==> config.mk <==
export PLATFORM = sky130hd
export DESIGN_NAME = wb_sdram_arbiter
export DESIGN_NICKNAME = d
export VERILOG_FILES = /design/src/rtl/wb_sdram_arbiter.sv
export SDC_FILE = /design/constraint.sdc
export NUM_CORES = 1
export LEC_CHECK = 0
export ABC_CLOCK_PERIOD_IN_PS = 2100
export CORE_AREA = 2 2 118 120
export DETAILED_ROUTE_END_ITERATION = 8
export DIE_AREA = 0 0 120 122
export PLACE_DENSITY = 0.62
export SETUP_SLACK_MARGIN = 0.02
export SLEW_MARGIN = 20
export SYNTH_ARGS = -nofsm -noshare
export SYNTH_HDL_FRONTEND = slang
export SYNTH_SLANG_ARGS = --single-unit
==> constraint.sdc <==
create_clock -name wb_clk_i -period 2.1 [get_ports wb_clk_i]
set_input_delay 0.525 -clock wb_clk_i [delete_from_list [all_inputs] [get_ports wb_clk_i]]
set_output_delay 0.525 -clock wb_clk_i [all_outputs]
set_load 0.05 [all_outputs]
==> src/rtl/wb_sdram_arbiter.sv <==
// Round-robin arbiter sharing one Wishbone B3 SDRAM controller port among masters.
// Optional bus watchdog enabled by defining WB_SDRAM_ARB_TIMEOUT_EN.
module wb_sdram_arbiter #(
  parameter int NUM_MASTERS    = 2,
  parameter int AW             = 32,
  parameter int DW             = 32,
  parameter int TIMEOUT_CYCLES = 1024
) (
  input  logic                      wb_clk_i,
  input  logic                      wb_rst_i,
  input  logic [NUM_MASTERS*AW-1:0] m_adr_i,
  input  logic [NUM_MASTERS*DW-1:0] m_dat_i,
  input  logic [NUM_MASTERS*DW/8-1:0] m_sel_i,
  input  logic [NUM_MASTERS-1:0]    m_we_i,
  input  logic [NUM_MASTERS-1:0]    m_cyc_i,
  input  logic [NUM_MASTERS-1:0]    m_stb_i,
  input  logic [NUM_MASTERS*3-1:0]  m_cti_i,
  input  logic [NUM_MASTERS*2-1:0]  m_bte_i,
  output logic [DW-1:0]             m_dat_o,
  output logic [NUM_MASTERS-1:0]    m_ack_o,
  output logic [NUM_MASTERS-1:0]    m_err_o,
  output logic [AW-1:0]             s_adr_o,
  output logic [DW-1:0]             s_dat_o,
  output logic [DW/8-1:0]           s_sel_o,
  output logic                      s_we_o,
  output logic                      s_cyc_o,
  output logic                      s_stb_o,
  output logic [2:0]                s_cti_o,
  output logic [1:0]                s_bte_o,
  input  logic [DW-1:0]             s_dat_i,
  input  logic                      s_ack_i,
  input  logic                      s_err_i,
  output logic [NUM_MASTERS-1:0]    grant_o
);

  localparam int SW = DW / 8;
  localparam int IW = $clog2(NUM_MASTERS);

  typedef enum logic {IDLE, OWNED} state_t;

  state_t                 r_state;
  logic [NUM_MASTERS-1:0] r_grant;
  logic [IW-1:0]          r_last;
  logic [IW-1:0]          r_gidx;
  logic [IW-1:0]          w_win;
  logic [IW-1:0]          w_cand;
  logic                   w_found;
  logic                   w_to;

  // Scan last+1, last+2, ... so the previous owner is considered last.
  always_comb begin
    w_win   = '0;
    w_cand  = '0;
    w_found = 1'b0;
    for (int k = 1; k <= NUM_MASTERS; k++) begin
      w_cand = IW'((int'(r_last) + k) % NUM_MASTERS);
      if (!w_found && m_cyc_i[w_cand]) begin
        w_found = 1'b1;
        w_win   = w_cand;
      end
    end
  end

  always_ff @(posedge wb_clk_i) begin
    if (wb_rst_i) begin
      r_state <= IDLE;
      r_grant <= '0;
      r_last  <= IW'(NUM_MASTERS - 1);
      r_gidx  <= '0;
    end else begin
      case (r_state)
        IDLE: begin
          if (w_found) begin
            r_grant <= NUM_MASTERS'(1) << w_win;
            r_gidx  <= w_win;
            r_state <= OWNED;
          end
        end
        OWNED: begin
          if (!m_cyc_i[r_gidx] || w_to) begin
            r_grant <= '0;
            r_last  <= r_gidx;
            r_state <= IDLE;
          end
        end
      endcase
    end
  end

`ifdef WB_SDRAM_ARB_TIMEOUT_EN
  localparam int CW = $clog2(TIMEOUT_CYCLES + 1);
  logic [CW-1:0] r_cnt;

  assign w_to = (r_state == OWNED) && (r_cnt == CW'(TIMEOUT_CYCLES - 1));

  always_ff @(posedge wb_clk_i) begin
    if (wb_rst_i || r_state != OWNED || s_ack_i || s_err_i || w_to)
      r_cnt <= '0;
    else if (s_cyc_o && s_stb_o)
      r_cnt <= r_cnt + CW'(1);
  end
`else
  assign w_to = 1'b0 && (TIMEOUT_CYCLES > 0);
`endif

  always_comb begin
    s_adr_o = '0;
    s_dat_o = '0;
    s_sel_o = '0;
    s_we_o  = 1'b0;
    s_cyc_o = 1'b0;
    s_stb_o = 1'b0;
    s_cti_o = '0;
    s_bte_o = '0;
    for (int i = 0; i < NUM_MASTERS; i++) begin
      if (r_grant[i]) begin
        s_adr_o = m_adr_i[i*AW +: AW];
        s_dat_o = m_dat_i[i*DW +: DW];
        s_sel_o = m_sel_i[i*SW +: SW];
        s_we_o  = m_we_i[i];
        s_cyc_o = m_cyc_i[i];
        s_stb_o = m_stb_i[i];
        s_cti_o = m_cti_i[i*3 +: 3];
        s_bte_o = m_bte_i[i*2 +: 2];
      end
    end
    if (w_to) begin
      s_cyc_o = 1'b0;
      s_stb_o = 1'b0;
    end
  end

  assign m_dat_o = s_dat_i;
  assign m_ack_o = (s_ack_i && !wb_rst_i) ? r_grant : '0;
  assign m_err_o = ((s_err_i || w_to) && !wb_rst_i) ? r_grant : '0;
  assign grant_o = r_grant;

endmodule

Word-level counts from Yosys, hierarchy flattened
Cells that the tools add are included.
{"block": "totals", "in_bits": 188, "out_inout_bits": 114, "ff_bits": 5, "elab_cells": 56}
{"block": "op_classes", "muxes": 34, "shift": 1, "order_cmp": 3, "eq_ne": 2, "bitwise": 2, "reduce_logical": 8, "add_sub_neg": 2}
{"cell": "2-to-1 mux 32 bit", "n": 4}
{"cell": "2-to-1 mux 1 bit", "n": 18}
{"cell": "2-to-1 mux 2 bit", "n": 6}
{"cell": "2-to-1 mux 4 bit", "n": 2}
{"cell": "< comparator 1 x 2 -> 1 bit, second input constant", "n": 3}
{"cell": "2-to-1 mux 3 bit", "n": 2}
{"cell": "AND reduction 2 bit", "n": 3}
{"cell": "!= test 2 bit, second input constant", "n": 2}
{"cell": "case mux 2 bit (2 select lines)", "n": 1}
{"cell": "logical AND 1 bit", "n": 3}
{"cell": "adder 1 bit, second input constant", "n": 2}
{"cell": "zero test 1 bit", "n": 2}
{"cell": "NOT 1 bit", "n": 2}
{"cell": "case mux 1 bit (2 select lines)", "n": 1}
{"cell": "left shift 1 x 1 -> 2 bit, first input constant", "n": 1}

Longest topological paths before layout
Gate-level depths: netlist of run 1.
{"block": "depth", "word_depth": 10, "ltp_mapped": 5, "mapped_depth_nobuf": 3}

Worst setup path after synthesis of run 1
No wires, ideal clock.
{"block": "synth_path", "kind": "flip-flop to output port", "from": "register r_grant[1] (netlist: grant_o[1])", "to": "output s_adr_o[0]", "path_stages_with_launch": 4, "required_time_ns": 1.575, "t_arrival_ns": 1.657, "path_slack_ns": -0.082, "path_buffers": 2, "path_cell_list": "dfxtp_1 > buf_2 > clkbuf_1 > a22o_1"}
{"block": "synth_via", "elab_chain_len": 1}
{"element": "from (decl)", "line": "42", "text": "logic [NUM_MASTERS-1:0] r_grant;"}
{"element": "from (signal assigned)", "line": "74", "text": "r_grant <= NUM_MASTERS'(1) << w_win;"}
{"element": "2-to-1 mux 32 bit", "line": "116", "text": "if (r_grant[i]) begin"}
{"element": "to (decl)", "line": "22", "text": "output logic [AW-1:0] s_adr_o,"}
No other way between the ends.

Final worst setup path of run 1
{"block": "layout_path", "from": "input wb_rst_i", "to": "output m_ack_o[0]"}
{"block": "layout_via", "elab_chain_len": 3}
{"element": "from (decl)", "line": "10", "text": "input logic wb_rst_i,"}
{"element": "zero test 1 bit", "line": "134", "text": "assign m_ack_o = (s_ack_i && !wb_rst_i) ? r_grant : '0;"}
{"element": "logical AND 1 bit", "line": "134"}
{"element": "2-to-1 mux 2 bit", "line": "134"}
{"element": "to (decl)", "line": "20", "text": "output logic [NUM_MASTERS-1:0] m_ack_o,"}
No other way between the ends.

==> results.json, run 1 <==
{
  "worst_slack_ns": 0.1283,
  "hold_viol": 0,
  "yosysWarnings": 0,
  "max_stage_delay_ns": 0.53,
  "fin_crit_ns": 1.972,
  "synth.largest_area_cell": "a22o_1",
  "fmax_mhz": 507.2,
  "setup.worst_path.start": "wb_rst_i",
  "rsz0062_at_grt": "false",
  "max-slew-margin-rel": 0.7202,
  "period_share": 0.9389,
  "via_per_inst": 4.009,
  "path_class": "in2out",
  "yosys-top-cells-count": "a22o_1, buf_4, clkbuf_1",
  "synth_edf_count": 0,
  "p_leak_nw": 1.813,
  "drc": 0,
  "yosysSeqAreaShare": 0.07767,
  "antenna_found_initial": 0,
  "first_pass_iters": 4,
  "synth_top_area_share": 0.5165,
  "cts-resized-gates": 0,
  "synth_cell_types": 22,
  "place_ws_ns": 0.1099,
  "ys_seq_elements": 5,
  "drt-total-wl_mm": 8.522,
  "nets": 545,
  "grt_max_degree": 43,
  "syn_area_per_cell_um2": 8.209,
  "initial_utilization": 0.09543,
  "netlist_area_um2": 1289,
  "root_buffer": "clkbuf_16",
  "endpoint_kind": "primary output",
  "ys_async_sr_fraction": 0,
  "cts.path.max_buffers": 2,
  "grt_pass1_vias": 2205,
  "cts.sinks": 5,
  "drtIter0Drc": 34,
  "peakVddDrop_mv": 0.1979,
  "synth_area_leaders": "a22o_1, buf_4, dfxtp_1, buf_6, and3b_1",
  "drive_gt1_frac": 0.4635,
  "globalplace.congestion": 0.7338,
  "grt_pass1_wl_mm": 11.75,
  "fp-row-count": 43,
  "crit_path_end": "m_ack_o[0]",
  "setup_viol": 0,
  "worstReg2RegStart": "grant_o[1]",
  "power_density_nw_per_um2": 450.5,
  "outcome": "completed",
  "drtAntennaViolNets": 0,
  "worst_pin_slew_ns": 0.4197,
  "worstReg2RegEnd": "grant_o[1]",
  "clk_latency_ns": 0.23,
  "io_pins": 302,
  "grt.overflow.total": 0,
  "fin_setup_tns_ns": 0,
  "nFillCells": 1341,
  "synth_flop_cell": "dfxtp_1",
  "grt_use_total": 0.1025,
  "yosysMostFrequentCell": "a22o_1",
  "skew_ns": 0.0001441,
  "ff2ff_setup_slack_ns": 0.99,
  "vias": 2149,
  "portBuffers": 237,
  "post_cts_buffers": 0,
  "die_w_um": 120,
  "critPathArrivalTime_ns": 1.45,
  "htree_levels": 1,
  "cts_tree": "built",
  "n_antenna_cell": 0,
  "synthCells": 157,
  "start_kind": "input port",
  "r2r_cells": 3,
  "clk_pin_slew_ns": 0.03,
  "crit_slowest_cell": "clkdlybuf4s50_1",
  "cts_buffers": 3,
  "areaGrowthSynthToFinish_pct": 256.3,
  "core_area_um2": 13500,
  "die_h_um": 122,
  "hp-class": "reg2reg",
  "dpl.hpwl_mm": 7.572,
  "crit_chain": "clkdlybuf4s50_1, and3b_1, buf_12",
  "cp.required_ns": 1.57,
  "dieArea_um2": 14640,
  "maxCapViolations": 0,
  "finalMaxSlewViolations": 0,
  "cp_max_fo": 5,
  "ctsHoldBuffers": 0,
  "synth_nets": 345,
  "wl_per_cell_um": 15.90
}
cell usage in the layout (no fill, tap or decap), types with 2 or more instances in the layout:
master	Yosys	layout
buf_12	0	83
a31oi_1	2	2
clkdlybuf4s50_1	0	155
inv_1	3	3
nand3_1	3	3
nor2_1	2	2
a21oi_1	2	2
a22o_1	76	6
buf_4	32	6
o21ai_0	2	2
clkbuf_16	0	3
dfxtp_1	5	4
a22o_2	0	70
and3b_1	4	4
registers in the layout, summed over array words and instances, names as in the netlist:
register  flops
r_state       1
r_gidx        1
grant_o       2
r_last        1
report_power, final:
| group | leakage [nW] | internal (mW) | switching [mW] |
|---|---|---|---|
| Clock | 0.0382 | 0.252 | 0.0638 |
| Combinational | 1.73 | 0.875 | 0.765 |
| Sequential | 0.0418 | 0.104 | 0.00867 |
critical path: cells and delay by family:
| family | cells | cell delay [ns] |
|---|---|---|
| buf+inv | 2 | 0.68 |
| simple gates | 1 | 0.23 |
cell type report:
cell class	count	area, µm²	share of cell area
clock buffers	4	78.83	0.01717
multi-input cells	100	917.1	0.1997
repair buffers	244	3258	0.7095
well taps	180	225.2	0.04905
inverters	3	11.26	0.002452
flip-flops and latches	5	101.3	0.02207
stage by stage:
step                        util  total power, mW  area (µm²)  cells  hold WS, ns
after floorplan                -           0.9915        1376    157       0.4875
after global placement    0.3342            1.749        4513    532       0.5056
after detailed placement  0.3342            1.768        4513    532       0.5238
after CTS                 0.3400            2.090        4592    536       0.5283
after global routing      0.3400            2.143        4592    536       0.5632
final                     0.3400            2.069        4592    536       0.5286
worst min path at each step:
stage	from	end	slack (ns)	cells after the start
final	r_last	r_last	0.53	2
after CTS	r_gidx	r_gidx	0.53	2
after global routing	r_gidx	r_gidx	0.56	2
after floorplan	r_gidx	r_gidx	0.49	2
after global placement	r_last	r_last	0.51	2
after detailed placement	r_gidx	r_gidx	0.52	2
cells by family (layout without fill, tap and decap cells):
family                 count (synthesis)  count (layout)  synth area share
and+or+nand+nor                       13              13           0.06796
buffers and inverters                 52             251            0.2786
muxes                                  1               1          0.008737
DFF                                    5               5           0.07767
AOI/OAI and AO/OA                     86              86            0.5670
per-layer routing:
layer | vias to the layer above | GRT usage | wire [µm]
li1 | 994 | - | -
met1 | 958 | 0.09436 | 2555
met2 | 191 | 0.1939 | 4436
met3 | 6 | 0.06180 | 1456
met4 | 0 | 0.01985 | 74
met5 | - | 0 | 0
Power figures use the tool's default switching activity.
==> run 2, diff against run 1 <==
Settings changed: HOLD_SLACK_MARGIN set to 0.06, SETUP_SLACK_MARGIN 0.02 to not set.
==> results of run 2 <==
Same layout as run 1: the final DEF is identical, and so are final timing and power.
